[src/rtl/wb_arbiter_rr.sv]
// wb_arbiter_rr -- round-robin Wishbone classic arbiter, NUM_MASTERS -> 1 slave.
//
// The arbiter grants the bus to one master at a time and feeds that master's
// request onto a single shared slave bus, for example the bus into an address
// decoder. In IDLE it picks the first requesting master after the previous
// owner, searching with wrap-around. That master keeps the bus for as long as
// it holds CYC, so back-to-back transfers and read-modify-write sequences are
// never split.
//
// Handshake: this is Wishbone classic. A transfer completes in the cycle where
// cyc, stb and ack are all high. Read data (m_rdt) is broadcast to every
// master, and each master qualifies it with its own m_ack bit.
//
// Optional feature (macro WB_ARB_WDT_EN): a bus-cycle watchdog. It aborts a
// strobe that the slave leaves unacknowledged for TIMEOUT cycles. The abort
// gives the owner a one-cycle m_err and a one-cycle tmo pulse, and the FSM
// then parks in ABORT until the owner drops CYC. When the macro is not defined,
// m_err and tmo are tied low.
//
// Ports:
//   wb_clk, wb_rst_n      clock and asynchronous active-low reset
//   m_cyc/m_stb/m_we      per-master controls, one bit per master
//   m_sel/m_adr/m_dat     packed per-master SEL, ADR and write data (slice i = master i)
//   m_rdt                 read data, broadcast to all masters (always s_rdt)
//   m_ack/m_err           per-master ACK and watchdog ERR
//   s_cyc/s_stb/s_we/s_sel/s_adr/s_dat   shared slave bus, driven from the owner
//   s_rdt/s_ack           slave read data and slave ACK
//   busid                 one-hot owner; all zero when idle
//   tmo                   one-cycle pulse on a watchdog abort
module wb_arbiter_rr #(
  parameter int NUM_MASTERS = 3,
  parameter int AW          = 32,
  parameter int DW          = 32,
  parameter int TIMEOUT     = 127
) (
  input  logic                        wb_clk,
  input  logic                        wb_rst_n,
  input  logic [NUM_MASTERS-1:0]      m_cyc,
  input  logic [NUM_MASTERS-1:0]      m_stb,
  input  logic [NUM_MASTERS-1:0]      m_we,
  input  logic [NUM_MASTERS*DW/8-1:0] m_sel,
  input  logic [NUM_MASTERS*AW-1:0]   m_adr,
  input  logic [NUM_MASTERS*DW-1:0]   m_dat,
  output logic [DW-1:0]               m_rdt,
  output logic [NUM_MASTERS-1:0]      m_ack,
  output logic [NUM_MASTERS-1:0]      m_err,
  output logic                        s_cyc,
  output logic                        s_stb,
  output logic                        s_we,
  output logic [DW/8-1:0]             s_sel,
  output logic [AW-1:0]               s_adr,
  output logic [DW-1:0]               s_dat,
  input  logic [DW-1:0]               s_rdt,
  input  logic                        s_ack,
  output logic [NUM_MASTERS-1:0]      busid,
  output logic                        tmo
);

  localparam int SW = DW / 8;
  localparam int IW = $clog2(NUM_MASTERS);

`ifdef WB_ARB_WDT_EN
  typedef enum logic [1:0] {IDLE = 2'd0, GRANT = 2'd1, ABORT = 2'd2} state_e;
`else
  typedef enum logic [1:0] {IDLE = 2'd0, GRANT = 2'd1} state_e;
`endif

  state_e                 state_q;
  logic [IW-1:0]          last_q;    // previous winner, and the current owner while busid_q != 0
  logic [IW-1:0]          last_d;
  logic [IW-1:0]          idx;
  logic [NUM_MASTERS-1:0] busid_q;
  logic [NUM_MASTERS-1:0] onehot_d;

  // Round-robin pick. The loop walks the offsets from farthest to nearest, so
  // the nearest requester after last_q is assigned last and wins.
  always_comb begin
    last_d = last_q;
    idx    = '0;
    for (int k = NUM_MASTERS; k >= 1; k--) begin
      idx = IW'((int'(last_q) + k) % NUM_MASTERS);
      if (m_cyc[idx]) last_d = idx;
    end
    onehot_d = {{(NUM_MASTERS-1){1'b0}}, 1'b1} << last_d;
  end

  logic granted, on_bus, own_cyc, own_stb;
  assign granted = (state_q == GRANT);
  assign on_bus  = (state_q != IDLE);
  assign own_cyc = m_cyc[last_q];
  assign own_stb = m_stb[last_q];

`ifdef WB_ARB_WDT_EN
  localparam int CW = $clog2(TIMEOUT + 1);
  logic [CW-1:0] wdt_q;
  logic          stall, expire;
  assign stall  = granted & own_cyc & own_stb & ~s_ack;
  // The abort fires in the stalled cycle that would bring the count to
  // TIMEOUT. Because a stall requires ~s_ack, an ack in that same cycle wins.
  assign expire = stall & (wdt_q == CW'(TIMEOUT - 1));
  assign tmo    = expire;
`else
  logic unused_cfg;
  assign unused_cfg = (TIMEOUT > 0);
  assign tmo        = 1'b0;
`endif

  // Slave bus: controls only while GRANT; payload muxed while a master is on the bus.
  assign s_cyc = granted & own_cyc;
  assign s_stb = granted & own_stb;
  assign s_we  = on_bus & m_we[last_q];
  assign s_sel = on_bus ? m_sel[int'(last_q)*SW +: SW] : '0;
  assign s_adr = on_bus ? m_adr[int'(last_q)*AW +: AW] : '0;
  assign s_dat = on_bus ? m_dat[int'(last_q)*DW +: DW] : '0;
  assign m_rdt = s_rdt;
  assign busid = busid_q;

  always_comb begin
    m_ack = '0;
    m_err = '0;
    if (granted) m_ack[last_q] = s_ack;
`ifdef WB_ARB_WDT_EN
    if (expire) m_err[last_q] = 1'b1;
`endif
  end

  always_ff @(posedge wb_clk or negedge wb_rst_n) begin
    if (!wb_rst_n) begin
      state_q <= IDLE;
      last_q  <= IW'(NUM_MASTERS - 1);
      busid_q <= '0;
`ifdef WB_ARB_WDT_EN
      wdt_q   <= '0;
`endif
    end else begin
      case (state_q)
        IDLE: begin
          if (|m_cyc) begin
            state_q <= GRANT;
            last_q  <= last_d;
            busid_q <= onehot_d;
          end
        end
        GRANT: begin
          if (!own_cyc) begin
            state_q <= IDLE;
            busid_q <= '0;
          end
`ifdef WB_ARB_WDT_EN
          else if (expire) begin
            state_q <= ABORT;
          end
          if (!own_cyc || expire || s_ack) wdt_q <= '0;
          else if (stall)                   wdt_q <= wdt_q + 1'b1;
`endif
        end
`ifdef WB_ARB_WDT_EN
        ABORT: begin
          // busid is held until the aborted owner releases CYC.
          if (!own_cyc) begin
            state_q <= IDLE;
            busid_q <= '0;
          end
        end
`endif
        default: begin
          state_q <= IDLE;
          busid_q <= '0;
        end
      endcase
    end
  end

endmodule
[config.mk]
export PLATFORM = sky130hd
export DESIGN_NAME = wb_arbiter_rr
export DESIGN_NICKNAME = d
export VERILOG_FILES = /design/src/rtl/wb_arbiter_rr.sv
export SDC_FILE = /design/constraint.sdc
export NUM_CORES = 1
export LEC_CHECK = 0
export BUFFER_PORTS_ARGS = -buffer_cell sky130_fd_sc_hd__buf_2
export CORE_AREA = 8 8 135 137
export DETAILED_ROUTE_END_ITERATION = 8
export DIE_AREA = 0 0 143 145
export GPL_TIMING_DRIVEN = 1
export HOLD_SLACK_MARGIN = 0.12
export PLACE_DENSITY_LB_ADDON = 0.08
export SKIP_CTS_REPAIR_TIMING = 1
export SLEW_MARGIN = 20
export SYNTH_ARGS = -nofsm -noshare
export SYNTH_HDL_FRONTEND = slang
export SYNTH_SLANG_ARGS = --single-unit
[constraint.sdc]
create_clock -name wb_clk -period 7 [get_ports wb_clk]
set_input_delay 0.35 -clock wb_clk [delete_from_list [all_inputs] [get_ports wb_clk]]
set_output_delay 0.35 -clock wb_clk [all_outputs]
set_load 0.03 [all_outputs]
## After elaboration in Yosys (flattened, before gate mapping)

Index checks and enable logic that the tools add are counted.

- Flip-flop bits (word level): 7
- Output and inout port bits: 113
- Logic and storage cells: 58
- Input port bits: 248

- $add $sub $neg: 3
- Divide/modulo/power cells: 3
- Magnitude comparators: 5
- Mux-type cells: 27
- Reductions and logical operators: 6
- Equality and inequality tests: 3
- Bitwise operators: 4
- Shifts and indexed selects: 4

Operator list:

| operator | count |
|---|---|
| $shiftx A96 B8 Y32 | 2 |
| $mod A32 B3 Y32 const B | 3 |
| $mux W32 | 2 |
| $bmux W1 S2 | 6 |
| $lt A2 B3 Y1 const B | 4 |
| $shiftx A12 B5 Y4 | 1 |
| $mux W2 | 5 |
| $mux W3 | 3 |
| $mux W1 | 7 |
| $add A2 B2 Y3 const B | 2 |
| $pmux W3 S2 | 1 |
| $mux W4 | 1 |
| $ne A2 B2 Y1 const B | 2 |
| $pmux W2 S2 | 1 |
| $reduce_and A2 Y1 | 2 |
| $add A2 B1 Y3 const B | 1 |
| $and A1 B1 Y1 | 3 |
| $and A3 B3 Y3 | 1 |
| $reduce_or A3 Y1 | 1 |
| $shl A1 B2 Y3 const A | 1 |
| $demux W1 S2 | 1 |
| $eq A2 B1 Y1 const B | 1 |
| $ge A2 B1 Y1 const B | 1 |
| $logic_not A2 Y1 | 1 |
| 2 further kinds | 2 |

## Longest topological paths before layout

Gate-level depths: netlist of run 1.

- Depth after elaboration: 10
- Mapped depth: 10
- Gate-level depth less buffers: 7

## Worst setup path before layout of run 1

OpenSTA, ideal clock, no wires.

- Path type: reg-to-reg
- Start: register last_q[1]
- End: register busid_q[2], in the netlist busid[2]
- Cell stages (with the launch flop): 11
- Arrival time: 2301 ps
- Required time: 6925 ps
- Library setup time: 75 ps
- Setup slack: 4624 ps
- Cell sequence: dfstp_2 buf_2 buf_2 inv_1 ha_1 buf_6 a221oi_1 a21o_1 a221oi_2 or3_1 o2bb2ai_2

- Cells in the longest elaborated chain, start to end: 10

RTL lines:

| what | line | source |
|---|---|---|
| from (decl) | 69 | `logic [IW-1:0] last_q;` |
| from (signal assigned) | 130 | `last_q <= IW'(NUM_MASTERS - 1);` |
| from (signal assigned) | 140 | `last_q <= last_d;` |
| $add A2 B2 Y3 | 81 | `idx = IW'((int'(last_q) + k) % NUM_MASTERS);` |
| $mod A32 B3 Y32 | 81 |  |
| $bmux W1 S2 | 82 | `if (m_cyc[idx]) last_d = idx;` |
| $mux W1 (implied by the code) | 82 |  |
| $mux W2 (3 in series) | 82 |  |
| $shl A1 B2 Y3 | 84 | `onehot_d = {{(NUM_MASTERS-1){1'b0}}, 1'b1} << last_d;` |
| $mux W3 | 138 | `if (\|m_cyc) begin` |
| $pmux W3 S2 | 136 | `case (state_q)` |
| to (signal assigned) | 141 | `busid_q <= onehot_d;` |
| to (decl) | 72 | `logic [NUM_MASTERS-1:0] busid_q;` |

Parallel ways exist; a longest one is shown, timed or not. The select of a mux whose other input is x is not followed.
A chain may end at the register's enable or synchronous reset.

## Final worst setup path of run 1

- Start: register last_q[1]
- End: output port s_sel[3]

- Cells in the longest elaborated chain, start to end: 2

RTL lines:

| what | line | source |
|---|---|---|
| $shiftx A12 B5 Y4 | 112 | `assign s_sel = on_bus ? m_sel[int'(last_q)*SW +: SW] : '0;` |
| $mux W4 | 112 |  |
| to (decl) | 50 | `output logic [DW/8-1:0] s_sel,` |

Every way passes these cells.

==> flow_metrics.env, run 1 <==
export IMPL_outcome="finished, final reports clean"
export IMPL_synthAdderAreaFrac=0.02293
export IMPL_critical_path_required_ns=6.65
export IMPL_num_io_pins=361
export IMPL_p_per_area_nw_per_um2=434.1
export IMPL_placed_area_um2=4074
export IMPL_period_minus_slack_ns=3.061
export IMPL_met2_usage=0.2373
export IMPL_final_cell_area_um2=4168
export IMPL_synthMuxAreaShare=0.2678
export IMPL_drive_gt1_frac=0.4822
export IMPL_fmax_mhz=326.7
export IMPL_dp_hpwl_mm=11.52
export IMPL_final_core_util=0.2577
export IMPL_syn_to_final_growth_pct=52.73
export IMPL_p_leak_nw=2.163
export IMPL_cts_root_buf="clkbuf_16"
export IMPL_rsz0062_at_grt="no"
export IMPL_synth_xor_area_frac=0
export IMPL_fp_dieH_um=145
export IMPL_cp_arrival_ns=2.71
export IMPL_cts_buffer_depth=2
export IMPL_synth_simple_area_share=0.2985
export IMPL_start_util=0.1687
export IMPL_drt_initial_drc_count=83
export IMPL_synth_top_area_frac=0.2678
export IMPL_grt_max_degree=77
export IMPL_cts_tree="built"
export IMPL_path_class="reg2out"
export IMPL_ys_warn_count=0
export IMPL_avgSynthCellArea_um2=6.607
export IMPL_yosys_area_top_type="mux2i_1"
export IMPL_grt_pass1_wl_mm=20.42
export IMPL_io_buffers=292
export IMPL_hold_slack_ns=0.4684
export IMPL_crit_path_max_incr_delay_ns=1.02
export IMPL_cp_max_fo=44
export IMPL_mostFrequentLayoutCells="292 x buf_2, 73 x mux2i_1, 72 x nor2_1, 72 x a21oi_1, 71 x nor2b_1"
export IMPL_dieWidth_um=143
export IMPL_seq_area_frac_synth=0.05548
export IMPL_mostFrequentLayoutCell="buf_2"
export IMPL_endpoint_kind="output pin"
export IMPL_path_cells="buf_4, mux2i_1, nor2_1, a21oi_1, nor2b_1, buf_2"
export IMPL_dieArea_um2=20740
export IMPL_viasPerCell=4.155
export IMPL_relSlewSlack=0.4443
export IMPL_firstDrtPassIters=4
export IMPL_critPathSlowestCell="dfstp_4"
export IMPL_synth_area_leaders="mux2i_1 27%, nor2b_1 16%, a21oi_1 13%"
export IMPL_final_hold_violation_count=0
export IMPL_synth_cell_types=36
export IMPL_antenna_found_initial=1
export IMPL_clk_latency_ns=0.23
export IMPL_cp_top_family="flip-flops"
export IMPL_finalSetupViolCount=0
export IMPL_grt_busiest_layer="met2"
export IMPL_path_clk_slew_ns=0.04
export IMPL_fin_setup_tns_ns=0
export IMPL_coreArea_um2=16170
export IMPL_tightest_slew_ns=0.8335
export IMPL_final_instance_count_excl_fill=866
export IMPL_path_buf_inv=2
export IMPL_cp_start_kind="flop"
export IMPL_cap_violations=0
export IMPL_maxSlewViolCount=0
export IMPL_drc=0
export IMPL_ant_nets=0
export IMPL_syn_area_um2=2729
export IMPL_layout_nets=899
export IMPL_post_route_period_util=0.4373
export IMPL_avgRoutedWirePerCell_um=16.40
export IMPL_synth_seq_cells=6
export IMPL_synth_top_family_by_area="simple AND/OR/NAND/NOR gates"
export IMPL_max_vdd_ir_drop_v=0.0003176
export IMPL_numCtsBuffers=3
export IMPL_wl_mm=14.21
export IMPL_htreeDepth=1
export IMPL_gp_congestion=0.8299
export IMPL_grt_met1_usage=0.1239
export IMPL_synthCells=413
export IMPL_grtUsageTotal=0.1223
export IMPL_dp_cells=860
export IMPL_grt_use_met3=0.03806
export IMPL_synth_compound_area_frac=0.1875
export IMPL_hold_class="in2async"
export IMPL_grt_pass1_vias=3665
export IMPL_rows=47
export IMPL_num_vias=3598
export IMPL_grt_remaining_overflow=0
export IMPL_clock_sinks=6
export IMPL_clock_skew_ns=0.004940
-- sequential cells by signal, summed over array words and instances (netlist names) --
signal and cells:
last_q 2, state_q 1, busid 3
-- metrics by stage --
stage / worst slack, ns / total power, mW
3_5_place_dp: 4.137 / 1.746
6_report: 3.939 / 1.809
5_1_grt: 3.795 / 1.963
4_1_cts: 3.889 / 1.849
2_1_floorplan: 4.624 / 1.340
3_3_place_gp: 4.163 / 1.748
-- cells in the mapped netlist (all sizes together) --
cell	number
a32o	1
conb	1
nand2b	1
clkbuf	22
a211oi	1
nor2	73
dfrtp	5
o22ai	1
inv	4
and3	3
nand2	9
a21oi	72
or2	2
mux2i	73
nor2b	71
and2	1
ha	5
a22o	1
o41ai	1
o21ai	7
o2bb2ai	1
a221oi	2
or3	1
nor3	2
buf	49
dfstp	1
a21o	2
a21boi	1
-- cells by family (layout without fill, tap and decap cells) --
logic type | Yosys count | in the layout
DFF | 6 | 6
AOI/OAI and AO/OA | 90 | 90
buffers and inverters | 75 | 304
and+or+nand+nor | 163 | 163
muxes | 73 | 73
other | 1 | 5
adders and majority gates | 5 | 5
-- area by class of cell --
class	count	area [um^2]
Sequential cell	6	160.2
Tap cell	220	275.3
Clock buffer	4	78.83
Inverter	4	15.01
Fill cell	1864	12000
Antenna cell	1	2.502
Multi-Input combinational cell	335	2142
Timing Repair Buffer	296	1494
-- where the power goes --
group          switching [mW]  total, mW  internal (mW)  leakage, nW
Clock                  0.0203     0.0960         0.0756       0.0382
Combinational            1.00       1.55          0.552         2.05
Sequential              0.103      0.159         0.0564       0.0723
Total                    1.13       1.81          0.684         2.16
-- worst paths after layout --
| check | cells past startpoint | to | startpoint | slack, ns |
|---|---|---|---|---|
| worst max-delay path | 6 | s_sel[3] | last_q[1]$_DFFE_PN1P_ | 3.94 |
| worst min register to register | 1 | busid[2]$_DFFE_PN0P_ | busid[2]$_DFFE_PN0P_ | 0.51 |
| min in group wb_clk | 1 | busid[2]$_DFFE_PN0P_ | busid[2]$_DFFE_PN0P_ | 0.51 |
| max in group asynchronous | 2 | last_q[1]$_DFFE_PN1P_ | wb_rst_n | 6.31 |
| worst min-delay path | 2 | busid[2]$_DFFE_PN0P_ | wb_rst_n | 0.47 |
| worst max register to register | 7 | busid[0]$_DFFE_PN0P_ | last_q[1]$_DFFE_PN1P_ | 4.17 |
-- routing by layer --
layer	routed length, um	share of wire	up-vias
met5	0	0	-
met4	205	0.014	0
met1	5129	0.36	1591
met2	7453	0.52	173
met3	1417	0.10	20
li1	-	-	1814
No activity file was read; power rests on OpenSTA's default activity.
==> run 2: changes to the inputs <==
--- a/config.mk
+++ b/config.mk
@@ -5,10 +5,11 @@
 export SDC_FILE = /design/constraint.sdc
 export NUM_CORES = 1
 export LEC_CHECK = 0
+export ABC_AREA = 1
 export BUFFER_PORTS_ARGS = -buffer_cell sky130_fd_sc_hd__buf_2
-export CORE_AREA = 8 8 135 137
+export CORE_AREA = 8 8 134 136
 export DETAILED_ROUTE_END_ITERATION = 8
-export DIE_AREA = 0 0 143 145
+export DIE_AREA = 0 0 142 144
 export GPL_TIMING_DRIVEN = 1
 export HOLD_SLACK_MARGIN = 0.12
 export PLACE_DENSITY_LB_ADDON = 0.08
==> constraint.sdc (replaced) <==
create_clock -name wb_clk -period 2.7 [get_ports wb_clk]
set_input_delay 0.135 -clock wb_clk [delete_from_list [all_inputs] [get_ports wb_clk]]
set_output_delay 0.135 -clock wb_clk [all_outputs]
set_load 0.03 [all_outputs]
==> run 2 against run 1 <==
Register-to-register slack got worse by 3.3 ns. Largest cell class unchanged. Critical endpoint is now s_adr[25]. Sequential share of layout area barely moved. First-iteration DRC count rose to 2.6 times the previous value. Via count grew 12%. Global-route usage grew 0.76 points. Sequential power rose by 28%. Total power rose to 2.7 times the previous value. Die area decreased by 1.4%. Highest routed layer unchanged. Critical path type unchanged. Clock-buffer cell count stayed put. Wire length grew 4.8%. Non-clock buffer count rose by 8. Synthesized cell count is 22% higher.
==> flow_metrics.env, run 2 <==
export IMPL_outcome="finished, final reports clean"
export IMPL_mostFrequentLayoutCells="292 x buf_2, 145 x nor2_1, 94 x nand2_1"
export IMPL_antenna_found_initial=0
export IMPL_htreeDepth=1
export IMPL_seq_area_frac_synth=0.05905
export IMPL_fin_setup_tns_ns=0
export IMPL_cts_tree="built"
export IMPL_fillers=1941
export IMPL_cap_violations=0
export IMPL_avgRoutedWirePerCell_um=15.46
export IMPL_synth_cell_types=26
export IMPL_drt_initial_drc_count=215
export IMPL_synth_top_area_frac=0.2123
export IMPL_ys_warn_count=0
export IMPL_period_minus_slack_ns=2.105
export IMPL_hold_slack_ns=0.2640
export IMPL_finalSetupViolCount=0
export IMPL_numCtsBuffers=3
export IMPL_synth_seq_cells=6
export IMPL_ys_dominant_reg_cell="dfrtp_1"
export IMPL_cp_arrival_ns=1.97
export IMPL_rsz0062_at_grt="no"
export IMPL_dieArea_um2=20450
export IMPL_grtUsageTotal=0.1298
export IMPL_cp_start_kind="flop"
export IMPL_io_buffers=292
export IMPL_syn_to_final_growth_pct=55.05
export IMPL_dieWidth_um=142
export IMPL_viasPerCell=4.194
export IMPL_firstDrtPassIters=5
export IMPL_post_route_period_util=0.7798
export IMPL_cp_max_fo=33
export IMPL_largest_reg_flops=3
export IMPL_critical_path_required_ns=2.57
export IMPL_grt_remaining_overflow=0
export IMPL_clock_skew_ns=0.0005100
export IMPL_max_vdd_ir_drop_v=0.0004219
export IMPL_wl_mm=14.89
export IMPL_start_util=0.1597
export IMPL_antenna_cells=0
export IMPL_placed_area_um2=3886
export IMPL_total_power_mw=4.856
export IMPL_hold_class="in2async"
export IMPL_fmax_mhz=475.0
export IMPL_ant_nets=0
export IMPL_synth_edf_count=0
export IMPL_coreArea_um2=16050
export IMPL_avgSynthCellArea_um2=5.077
export IMPL_synth_commonest_cells="145 x nor2_1, 94 x nand2_1, 71 x o21ai_0, 70 x a21oi_1, 44 x buf_4"
export IMPL_rows=47
export IMPL_gp_congestion=0.8583
export IMPL_multi_input_area_um2=1834
export IMPL_final_hold_violation_count=0
export IMPL_yosys_area_top_type="nor2_1"
export IMPL_layout_nets=997
export IMPL_clock_sinks=6
export IMPL_grt_pass1_wl_mm=21.58
export IMPL_drive_gt1_frac=0.4361
export IMPL_p_leak_nw=2.139
export IMPL_num_io_pins=361
export IMPL_maxSlewViolCount=0
export IMPL_synthCells=505
export IMPL_path_clk_slew_ns=0.03
export IMPL_dp_hpwl_mm=12.28
export IMPL_grt_pass1_vias=3778
export IMPL_mostFrequentLayoutCell="buf_2"
export IMPL_drc=0
export IMPL_path_class="reg2out"
export IMPL_p_per_area_nw_per_um2=1222
export IMPL_synth_area_leaders="nor2_1 21%, o21ai_0 14%, nand2_1 14%"
export IMPL_synth_most_common_cell="nor2_1"
export IMPL_seq_area_um2=152.6
export IMPL_final_cell_area_um2=3975
export IMPL_grt_max_degree=41
export IMPL_clk_latency_ns=0.23
export IMPL_endpoint_kind="output pin"
export IMPL_num_vias=4039
export IMPL_fp_dieH_um=144
export IMPL_syn_area_um2=2564
export IMPL_final_core_util=0.2476
export IMPL_cts_root_buf="clkbuf_16"
export IMPL_cts_buffer_depth=2
export IMPL_async_flop_share=1.000
[run 2: layer usage]
| metal | GRT usage | wire length (um) |
|---|---|---|
| met3 | 0.03566 | 1435 |
| met4 | 0.01357 | 89 |
| met1 | 0.1560 | 5912 |
| met5 | 0 | 0 |
| met2 | 0.2321 | 7453 |
[run 2: cell type report]
class	count	area share
clock buffer	4	0.01983
inverter	18	0.01700
multi-input combinational	411	0.4614
sequential	6	0.03840
tap	220	0.06925
timing repair buffer	304	0.3941
[run 2: cell families (layout without fill, tap and decap cells)]
| group | count (synthesis) | in the layout | synth area share |
|---|---|---|---|
| flip-flops | 6 | 6 | 0.05906 |
| adder cells (fa/ha/maj) | 5 | 5 | 0.02440 |
| buffers and inverters | 91 | 326 | 0.2299 |
| AO/OA/AOI/OAI | 147 | 147 | 0.2943 |
| other | 1 | 4 | 0.001463 |
| AND/OR/NAND/NOR | 255 | 255 | 0.3909 |
[run 2: power by group]
| part | switching (mW) | total, mW | leakage [nW] | internal, mW |
|---|---|---|---|---|
| Sequential | 0.0686 | 0.203 | 0.0718 | 0.134 |
| Combinational | 3.12 | 4.40 | 2.03 | 1.29 |
| Clock | 0.0527 | 0.249 | 0.0382 | 0.196 |
[run 2: worst max-delay path, cell delays in order (launching register included)]
cell,delay (ns)
dfrtp_2,0.53
inv_2,0.17
nand2_2,0.08
inv_2,0.06
buf_4,0.32
nand2_1,0.11
a21oi_1,0.22
buf_2,0.24
[run 2: path summary, 6_finish.rpt]
check	startpoint	to	slack (ns)	cells past startpoint
min	wb_rst_n	busid[0]$_DFFE_PN0P_	0.26	2
max in group asynchronous	wb_rst_n	last_q[1]$_DFFE_PN1P_	2.21	2
min reg2reg	busid[0]$_DFFE_PN0P_	busid[0]$_DFFE_PN0P_	0.48	2
max reg2reg	last_q[0]$_DFFE_PN0P_	busid[1]$_DFFE_PN0P_	0.85	9
min in group wb_clk	s_rdt[30]	m_rdt[30]	0.27	0
max	last_q[0]$_DFFE_PN0P_	s_adr[25]	0.59	7
[run 2: metrics by stage]
| stage | worst slack (ns) | cells |
|---|---|---|
| 2_1_floorplan | 0.9980 | 508 |
| 3_3_place_gp | 0.7995 | 958 |
| 3_5_place_dp | 0.7911 | 958 |
| 4_1_cts | 0.5404 | 962 |
| 5_1_grt | 0.4239 | 963 |
| 6_report | 0.5946 | 963 |
